**src/rtl/button_debouncer_pkg.sv**
```systemverilog
// Shared types and helpers for the push-button debouncer: channel state
// encoding and counter width sizing.
package button_debouncer_pkg;

    typedef enum logic [1:0] {
        ST_RELEASED    = 2'd0,
        ST_PRESS_CHK   = 2'd1,
        ST_PRESSED     = 2'd2,
        ST_RELEASE_CHK = 2'd3
    } deb_state_t;

    // Bits needed to hold the values 0..max_val inclusive, never less than one.
    function automatic int cnt_width(input int max_val);
        return (max_val < 1) ? 1 : $clog2(max_val + 1);
    endfunction

endpackage

```
**src/rtl/button_debouncer_channel.sv**
```systemverilog
// One debounced button: accepts a level change only after STABLE_TICKS agreeing
// strobes and emits registered press/release/hold pulses.
module button_debouncer_channel
    import button_debouncer_pkg::*;
#(
    parameter int STABLE_TICKS = 4,
    parameter int HOLD_TICKS   = 64
) (
    input  logic i_clk,
    input  logic i_rst_n,
    input  logic i_strobe,
    input  logic i_samp,
    output logic o_level,
    output logic o_press,
    output logic o_release,
    output logic o_hold
);

    localparam int CW = cnt_width(STABLE_TICKS);
    localparam int HW = cnt_width(HOLD_TICKS);
    localparam logic [CW-1:0] C_STABLE = CW'(STABLE_TICKS);
    localparam logic [HW-1:0] C_HOLD   = HW'(HOLD_TICKS);
    localparam logic [CW-1:0] C_ONE    = CW'(1);

    deb_state_t    r_state;
    deb_state_t    w_state_next;
    logic [CW-1:0] r_cnt;
    logic [CW-1:0] w_cnt_next;
    logic [CW-1:0] w_cnt_inc;
    logic [HW-1:0] r_hcnt;
    logic [HW-1:0] w_hcnt_next;
    logic [HW-1:0] w_hcnt_inc;
    logic          r_press;
    logic          r_release;
    logic          r_hold;
    logic          w_press_next;
    logic          w_release_next;
    logic          w_hold_next;

    assign w_cnt_inc  = r_cnt + C_ONE;
    assign w_hcnt_inc = r_hcnt + HW'(1);

    always_ff @(posedge i_clk or negedge i_rst_n) begin
        if (!i_rst_n) begin
            r_state   <= ST_RELEASED;
            r_cnt     <= '0;
            r_hcnt    <= '0;
            r_press   <= 1'b0;
            r_release <= 1'b0;
            r_hold    <= 1'b0;
        end else begin
            r_state   <= w_state_next;
            r_cnt     <= w_cnt_next;
            r_hcnt    <= w_hcnt_next;
            r_press   <= w_press_next;
            r_release <= w_release_next;
            r_hold    <= w_hold_next;
        end
    end

    // Pulse flags default low, so every pulse lasts exactly one clock.
    always_comb begin
        w_state_next   = r_state;
        w_cnt_next     = r_cnt;
        w_hcnt_next    = r_hcnt;
        w_press_next   = 1'b0;
        w_release_next = 1'b0;
        w_hold_next    = 1'b0;
        if (i_strobe) begin
            unique case (r_state)
                ST_RELEASED: begin
                    if (i_samp) begin
                        if (STABLE_TICKS == 1) begin
                            w_state_next = ST_PRESSED;
                            w_press_next = 1'b1;
                            w_hcnt_next  = '0;
                            w_cnt_next   = '0;
                        end else begin
                            w_state_next = ST_PRESS_CHK;
                            w_cnt_next   = C_ONE;
                        end
                    end
                end
                ST_PRESS_CHK: begin
                    if (i_samp) begin
                        if (w_cnt_inc >= C_STABLE) begin
                            w_state_next = ST_PRESSED;
                            w_press_next = 1'b1;
                            w_hcnt_next  = '0;
                            w_cnt_next   = '0;
                        end else begin
                            w_cnt_next = w_cnt_inc;
                        end
                    end else begin
                        w_state_next = ST_RELEASED;
                        w_cnt_next   = '0;
                    end
                end
                ST_PRESSED: begin
                    if (i_samp) begin
                        if (r_hcnt < C_HOLD) begin
                            w_hcnt_next = w_hcnt_inc;
                            w_hold_next = (w_hcnt_inc == C_HOLD);
                        end
                    end else if (STABLE_TICKS == 1) begin
                        w_state_next   = ST_RELEASED;
                        w_release_next = 1'b1;
                        w_cnt_next     = '0;
                    end else begin
                        w_state_next = ST_RELEASE_CHK;
                        w_cnt_next   = C_ONE;
                    end
                end
                ST_RELEASE_CHK: begin
                    // A bounce back to pressed keeps hcnt, so a saturated hold never refires.
                    if (!i_samp) begin
                        if (w_cnt_inc >= C_STABLE) begin
                            w_state_next   = ST_RELEASED;
                            w_release_next = 1'b1;
                            w_cnt_next     = '0;
                        end else begin
                            w_cnt_next = w_cnt_inc;
                        end
                    end else begin
                        w_state_next = ST_PRESSED;
                        w_cnt_next   = '0;
                    end
                end
            endcase
        end
    end

    always_comb begin
        o_level   = (r_state == ST_PRESSED) || (r_state == ST_RELEASE_CHK);
        o_press   = r_press;
        o_release = r_release;
        o_hold    = r_hold;
    end

endmodule

```
**src/rtl/button_debouncer.sv**
```systemverilog
// Debounces NUM_BTN raw buttons in the clkIn domain, using the rising edge of the
// synchronized tickIn as the sample strobe.
module button_debouncer
    import button_debouncer_pkg::*;
#(
    parameter int NUM_BTN        = 4,
    parameter int STABLE_TICKS   = 4,
    parameter int HOLD_TICKS     = 64,
    parameter bit ACTIVE_LOW_BTN = 1'b0
) (
    input  logic               clkIn,
    input  logic               reset,
    input  logic               tickIn,
    input  logic [NUM_BTN-1:0] btnIn,
    output logic [NUM_BTN-1:0] btnLevel,
    output logic [NUM_BTN-1:0] btnPress,
    output logic [NUM_BTN-1:0] btnRelease,
    output logic [NUM_BTN-1:0] btnHold
);

    // Raw pin level that means "not pressed"; the button synchronizers rest here.
    localparam logic [NUM_BTN-1:0] BTN_IDLE = {NUM_BTN{ACTIVE_LOW_BTN}};

    logic [NUM_BTN-1:0] r_btn_meta;
    logic [NUM_BTN-1:0] r_btn_sync;
    logic [NUM_BTN-1:0] w_samp;
    logic               r_tick_meta;
    logic               r_tick_sync;
    logic               r_tick_prev;
    logic               w_strobe;

    always_ff @(posedge clkIn or negedge reset) begin
        if (!reset) begin
            r_btn_meta  <= BTN_IDLE;
            r_btn_sync  <= BTN_IDLE;
            r_tick_meta <= 1'b0;
            r_tick_sync <= 1'b0;
            r_tick_prev <= 1'b0;
        end else begin
            r_btn_meta  <= btnIn;
            r_btn_sync  <= r_btn_meta;
            r_tick_meta <= tickIn;
            r_tick_sync <= r_tick_meta;
            r_tick_prev <= r_tick_sync;
        end
    end

    assign w_strobe = r_tick_sync & ~r_tick_prev;
    assign w_samp   = r_btn_sync ^ BTN_IDLE;

    generate
        for (genvar gi = 0; gi < NUM_BTN; gi++) begin : g_ch
            button_debouncer_channel #(
                .STABLE_TICKS (STABLE_TICKS),
                .HOLD_TICKS   (HOLD_TICKS)
            ) u_ch (
                .i_clk     (clkIn),
                .i_rst_n   (reset),
                .i_strobe  (w_strobe),
                .i_samp    (w_samp[gi]),
                .o_level   (btnLevel[gi]),
                .o_press   (btnPress[gi]),
                .o_release (btnRelease[gi]),
                .o_hold    (btnHold[gi])
            );
        end
    endgenerate

endmodule

```
**config.mk**
```make
export PLATFORM = sky130hd
export DESIGN_NAME = button_debouncer
export DESIGN_NICKNAME = d
export VERILOG_FILES = /design/src/rtl/button_debouncer_pkg.sv /design/src/rtl/button_debouncer_channel.sv /design/src/rtl/button_debouncer.sv
export SDC_FILE = /design/constraint.sdc
export NUM_CORES = 1
export LEC_CHECK = 0
export ABC_AREA = 1
export CAP_MARGIN = 20
export CORE_ASPECT_RATIO = 1.5
export CORE_MARGIN = 2
export CORE_UTILIZATION = 45
export CTS_CLUSTER_DIAMETER = 80
export DETAILED_ROUTE_END_ITERATION = 10
export SLEW_MARGIN = 20
export SYNTH_ARGS = -nofsm -noshare
export SYNTH_HDL_FRONTEND = slang
export SYNTH_HIERARCHICAL = 1
export SYNTH_SLANG_ARGS = --single-unit
```
**constraint.sdc**
```tcl
create_clock -name clkIn -period 3.05 [get_ports clkIn]
set_input_delay 0.61 -clock clkIn [delete_from_list [all_inputs] [get_ports clkIn]]
set_output_delay 0.61 -clock clkIn [all_outputs]
set_load 0.02 [all_outputs]
```
==> run_results.csv, run 1 <==
group,metric,value,unit
status,status,"finished, final reports clean",
floorplan,die-area,0.00944,sq mm
route,vias,3103,
route,routed_via_density,4.78,
cts,numCtsBuffers,9,
placed_design,dp.cells,634,
worst_setup_path,cp_max_fo,6,
min_path,min_to,"r_btn_sync[3]",
timing,timing.final.crit_share,66.8,%
worst_setup_path,cp.arrival,1.43,ns
worst_setup_path,cpMaxStageDelayCell,"clkdlybuf4s50_1",
global_route,grt_max_degree,72,
cells_and_area,diodes,0,
min_path,min_from,"r_btn_meta[3]",
worst_setup_path,slowest_delay,0.65,ns
worst_setup_path,r2r_cells,6,
floorplan,io_pins,23,
yosys,synth_area_leaders,"dfrtp_1 46%, nand2_1 18%, inv_1 7.2%",
min_path,hold_depth,0,
global_route,grt_overflow,0,
cts,cts_sinks,71,
yosys,synth_warnings,6,
timing,slew_headroom,42.4,%
power_and_ir_drop,ir_drop,351,uV
yosys,syn-num-nets,532,
floorplan,core,0.00841,sq mm
timing,hold_viol,0,
power_and_ir_drop,power_density,658,mW/mm^2
placed_design,portBuffers,22,
cells_and_area,nets,557,
timing,rsz0062_at_grt,"no",
cts,clk_latency,0.33,ns
timing,max_freq,491,MHz
yosys,synthCells,513,
cells_and_area,area_growth,14.4,%
global_route,grt_pass1_vias,2879,
floorplan,die_w,80.0,um
route,wire_per_inst,10.7,um
power_and_ir_drop,p_leak,0.00216,uW
cts,clockBufferDepth,2,
cells_and_area,layout-drive-gt1-share,9.96,%
yosys,yosysTopAreaCell,"dfrtp_1",
placed_design,gp_congestion,0.823,
yosys,synth_area,0.00390,sq mm
route,dr.pass1.iters,4,
cts,cts_tree,"yes",
route,drc_errors,0,
worst_setup_path,path_delay_family,"buffers and inverters",
placed_design,place_hpwl,5000,um
floorplan,fp-row-count,41,
yosys,synth.distinct_cells,28,
worst_setup_path,critPathKind,"reg -> out",
global_route,grt_pass1_wl,12200,um
timing,setup_violations,0,
floorplan,initial_core_util,46.3,%
worst_setup_path,worstPathCellList,"clkdlybuf4s50_1",
global_route,antenna_found_initial,0,
worst_setup_path,r2r_end,"g_ch[2].u_ch/r_hcnt[4]",
route,wl,6960,um
worst_setup_path,startpoint_type,"register",
worst_setup_path,crit_buf_inv,1,
cells_and_area,post-route-util,53.0,%
yosys,ys_seq_area_share,45.6,%
cts,cts_resized,0,
yosys,avgSynthCellArea,7.60,sq um
worst_setup_path,r2r-start,"r_tick_prev",
floorplan,die_h,118,um
route,drtIter0Drc,149,
cells_and_area,finalNonFillerCells,649,
cts,cts_setup_buffers,0,
run,max_cap_violations,0,
power_and_ir_drop,power,2930,uW
route,ant_nets,0,
cts,htree_levels,3,
timing,skew,0.00582,ns
cts,cts.clk_slew.worst_paths,0.05,ns
cts,ctsRootBufferMaster,"clkbuf_16",
worst_setup_path,endpoint_kind,"output port",
timing,finalSetupTns,0,ns
cts,holdBufCountCts,0,
worst_setup_path,r2r_slack,1.28,ns
worst_setup_path,cp.required,2.44,ns
timing,worst_pin_slew,0.865,ns
min_path,hold_class,"reg -> reg",
yosys,synth-seq-cells,71,
timing,maxSlewViolCount,0,
timing,min_period,2.04,ns
global_route,grt.total_usage,16.2,%
yosys,synth_top_area_share,45.6,%
[layout make-up]
cell class	instances	area (sq um)
Timing Repair Buffer	22	218
Inverter	82	308
Tap cell	107	134
Fill cell	813	3960
Clock inverter	4	47.5
Multi-Input combinational cell	352	1740
Sequential cell	71	1780
Clock buffer	11	233
[routing by layer]
layer / vias to the layer above / GRT usage (%) / wire, um
li1: 1636 / - / -
met3: 9 / 3.68 / 147
met4: 0 / 6.67 / 128
met2: 27 / 27.9 / 3520
met5: - / 0 / 0
met1: 1431 / 19.2 / 3160
[stage by stage]
stage | area (sq um) | hold slack, ns | worst slack, ns
3_3_place_gp | 4180 | 0.331 | 1.32
4_1_cts | 4460 | 0.348 | 0.995
6_report | 4460 | 0.345 | 1.01
5_1_grt | 4460 | 0.358 | 0.954
3_5_place_dp | 4180 | 0.335 | 1.26
2_1_floorplan | 3900 | 0.314 | 1.57
[layout by cell type (no fill, tap or decap), types with 4 or more instances in the layout]
master / count
nor2_1: 34
nand2_1: 184
o21ai_0: 7
dfrtp_1: 71
nand3_1: 42
nor2_4: 4
nand2_2: 8
o21bai_1: 7
a21oi_1: 8
clkbuf_16: 9
ha_1: 12
o21ai_1: 7
nor3_1: 5
inv_1: 75
o21ai_2: 17
clkdlybuf4s50_1: 21
nand3b_1: 5
inv_2: 7
[kinds of logic (layout without fill, tap and decap cells)]
family	count (synthesis)	after routing	synth area share, %
fa+ha+maj	12	12	3.85
buf+inv	90	119	9.73
simple gates	288	288	31.7
compound gates	50	50	8.70
xor+xnor	2	2	0.450
flops	71	71	45.6
[worst reg2reg max path, delay by kind of cell, from the launching register on]
family,cells,cell delay (ns)
simple gates,3,0.90
buf+inv,1,0.16
flops,1,0.37
compound gates,2,0.23
[how the worst max path moves through the flow]
stage                                   endpoint   startpoint  slack, ns  cells past startpoint
after global placement    g_ch[2].u_ch/r_hcnt[4]  r_tick_prev       1.32                      6
after global routing                 btnLevel[0]     register       0.95                      1
final                                btnLevel[0]     register       1.01                      1
after floorplan           g_ch[2].u_ch/r_hcnt[2]  r_tick_prev       1.57                      7
after CTS                            btnLevel[0]     register        1.0                      1
after detailed placement  g_ch[2].u_ch/r_hcnt[0]  r_tick_prev       1.26                      6
[synth_stat cells]
cell type	number
nand4_1	2
nor2_2	1
nand3_1	42
or2_4	1
nand2_1	184
nand3b_1	5
nor2_1	34
buf_4	1
o21ai_2	17
buf_6	3
ha_1	12
dlygate4sd1_1	3
o22ai_1	2
nor2_4	4
clkbuf_1	1
a22oi_1	2
o21bai_1	7
nand2_2	8
a21oi_1	8
o21ai_0	7
o21ai_1	7
nand2_4	1
inv_1	75
dfrtp_1	71
inv_2	7
nand3_2	1
xnor2_1	2
nor3_1	5
[flip-flops by register name, indices dropped and copies added, names as in the netlist, named ones only]
signal,flops
g_ch.u_ch/o_hold,4
g_ch.u_ch/o_press,4
g_ch.u_ch/o_release,4
g_ch.u_ch/r_cnt,12
g_ch.u_ch/r_hcnt,28
g_ch.u_ch/r_state,4
r_btn_meta,4
r_btn_sync,4
r_tick_meta,1
r_tick_prev,1
r_tick_sync,1
[where the power goes]
group / switching (uW) / internal, uW / total (uW)
Combinational: 446 / 256 / 702
Clock: 370 / 625 / 995
Sequential: 160 / 1080 / 1240
Total: 976 / 1960 / 2930
(Power assumes the default switching activity.)
==> inputs of run 2 (changes only) <==
==> constraint.sdc (replaced) <==
create_clock -name clkIn -period 2.1 [get_ports clkIn]
set_input_delay 0.42 -clock clkIn [delete_from_list [all_inputs] [get_ports clkIn]]
set_output_delay 0.42 -clock clkIn [all_outputs]
set_load 0.02 [all_outputs]
==> run 2 against run 1 <==
  * Clock power is 64% higher
  * Worst setup slack worse by 0.74 ns
  * Flip-flop and latch count stayed put
  * Highest routed layer unchanged
  * Core utilization is 1.1 points higher
  * Global-route usage is 1.0 points higher
  * Wire length is 2.3% higher
  * Power is 52% higher
  * Critical path depth stayed put
  * Critical endpoint unchanged
  * Via count is 1.8% higher
  * Register-to-register slack worse by 0.61 ns
  * Hold slack better by 0.0020 ns
  * Sequential power is 44% higher
==> run_results.csv, run 2 (synthesized netlist as in run 1, its figures left out) <==
group,metric,value,unit
floorplan,fp-row-count,41,
worst_setup_path,crit_buf_inv,1,
cts,clk_latency,0.34,ns
route,routed_via_density,4.82,
placed_design,place_hpwl,5300,um
global_route,antenna_found_initial,0,
power_and_ir_drop,p_seq_share,40.1,%
worst_setup_path,cpMaxStageDelayCell,"clkdlybuf4s50_1",
power_and_ir_drop,p_leak,0.00221,uW
floorplan,io_pins,23,
global_route,grt_pass1_wl,12900,um
floorplan,die_h,118,um
global_route,grt_max_degree,32,
route,drc_errors,0,
power_and_ir_drop,clkPwrFrac,36.6,%
worst_setup_path,worstPathCellList,"clkdlybuf4s50_1",
cells_and_area,diodes,0,
worst_setup_path,startpoint_type,"register",
worst_setup_path,path_depth,1,
cells_and_area,area_growth,16.8,%
cells_and_area,layout-drive-gt1-share,11.1,%
run,max_cap_violations,0,
cells_and_area,largest_register,"g_ch.u_ch/r_hcnt",
cells_and_area,nets,562,
route,dr.pass1.iters,4,
floorplan,initial_core_util,46.3,%
worst_setup_path,path_delay_family,"buffers and inverters",
cts,cts_tree,"yes",
cts,cts_sinks,71,
cells_and_area,design_area,0.00455,sq mm
timing,hold_viol,0,
timing,skew,0.00506,ns
placed_design,portBuffers,22,
worst_setup_path,r2r_cells,9,
route,vias,3160,
timing,slew_headroom,79.0,%
global_route,grt.total_usage,17.2,%
cells_and_area,final_common_cell,"nand2_1",
timing,finalSetupTns,0,ns
worst_setup_path,cp_max_fo,6,
worst_setup_path,endpoint_kind,"output port",
cells_and_area,reg_top3,"g_ch.u_ch/r_hcnt x28, g_ch.u_ch/r_cnt x12",
route,drtIter0Drc,142,
power_and_ir_drop,swShare,32.5,%
cts,cts.clk_slew.worst_paths,0.05,ns
route,wl,7120,um
global_route,grt_pass1_vias,3028,
timing,rsz0062_at_grt,"no",
route,wire_per_inst,10.9,um
floorplan,die-area,0.00944,sq mm
floorplan,core,0.00841,sq mm
timing,min_period,1.82,ns
timing,max_freq,548,MHz
cts,cts_setup_buffers,0,
cts,numCtsBuffers,9,
power_and_ir_drop,combPwrFrac,23.3,%
timing,timing.final.crit_share,86.9,%
power_and_ir_drop,ir_drop,712,uV
min_path,hold_depth,0,
placed_design,gp_congestion,0.829,
cts,htree_levels,3,
cells_and_area,largest_register_ffs,28,
route,ant_nets,0,
timing,worst_pin_slew,0.314,ns
worst_setup_path,cp.arrival,1.40,ns
power_and_ir_drop,p_sw,1450,uW
power_and_ir_drop,power_density,980,mW/mm^2
min_path,hold_class,"reg -> reg",
worst_setup_path,critPathKind,"reg -> out",
global_route,grt_overflow,0,
worst_setup_path,cp.required,1.68,ns
floorplan,die_w,80.0,um
status,status,"finished, final reports clean",
timing,maxSlewViolCount,0,
cts,clockBufferDepth,2,
cells_and_area,layout_common_cells,"184 x nand2_1, 75 x inv_1, 71 x dfrtp_1",
worst_setup_path,r2r_slack,0.67,ns
power_and_ir_drop,power.internal,3010,uW
timing,setup_violations,0,
cts,ctsRootBufferMaster,"clkbuf_16",
worst_setup_path,slowest_delay,0.64,ns
placed_design,postPlaceCellArea,0.00422,sq mm
run 2: cell types whose count changed in the layout (fill, tap and decap cells not counted):
cell and change:
clkinvlp_4 -1, clkinv_4 +1, dlygate4sd3_1 +1, buf_4 +3, clkbuf_1 -2, clkbuf_8 +1, bufinv_16 +1, buf_12 +1
clkinv_2 +1
run 2: layer usage:
layer	vias up	wire length, um	track usage, %
met1	1457	3030	19.5
li1	1650	-	-
met5	-	0	0
met2	41	3720	29.6
met4	0	144	6.89
met3	12	224	5.21
run 2: layout make-up:
type / instances / area (sq um)
Sequential cell: 71 / 1780
Timing Repair Buffer: 27 / 270
Tap cell: 107 / 134
Inverter: 82 / 308
Clock buffer: 10 / 239
Clock inverter: 6 / 83.8
Fill cell: 802 / 3860
Multi-Input combinational cell: 352 / 1740
run 2: worst paths after layout:
path,end,startpoint
worst max-delay path,btnLevel[0],register
worst min-delay path,r_btn_sync[2],r_btn_meta[2]
worst max register to register,g_ch[1].u_ch/r_hcnt[0],g_ch[1].u_ch/r_cnt[0]
worst min register to register,r_btn_sync[2],r_btn_meta[2]
max in group asynchronous,g_ch[0].u_ch/r_hcnt[3],reset
min in group asynchronous,g_ch[2].u_ch/r_hcnt[4],reset
run 2: what timing repair did:
action	in CTS	in global routing
hold endpoints to repair	19	0
hold buffers	1	0
resized for setup	0	0
run 2: stage by stage:
| step | cells | util (%) | setup slack [ns] | hold slack (ns) | total power [uW] |
|---|---|---|---|---|---|
| CTS | 655 | 54.1 | 0.256 | 0.350 | 4520 |
| global route | 655 | 54.1 | 0.222 | 0.352 | 4800 |
| finish | 655 | 54.1 | 0.276 | 0.347 | 4460 |
| detailed placement | 638 | 50.2 | 0.620 | 0.328 | 2860 |
| floorplan | 513 | - | 0.616 | 0.124 | 2610 |
| global placement | 638 | 50.2 | 0.638 | 0.326 | 2840 |
run 2: power by group through the flow:
stage / Sequential [uW] / Clock, uW / Combinational (uW)
finish: 1790 / 1630 / 1040
global route: 1830 / 1750 / 1220
CTS: 1790 / 1680 / 1060
detailed placement: 1810 / 0 / 1050
global placement: 1800 / 0 / 1030
floorplan: 1750 / 0 / 861
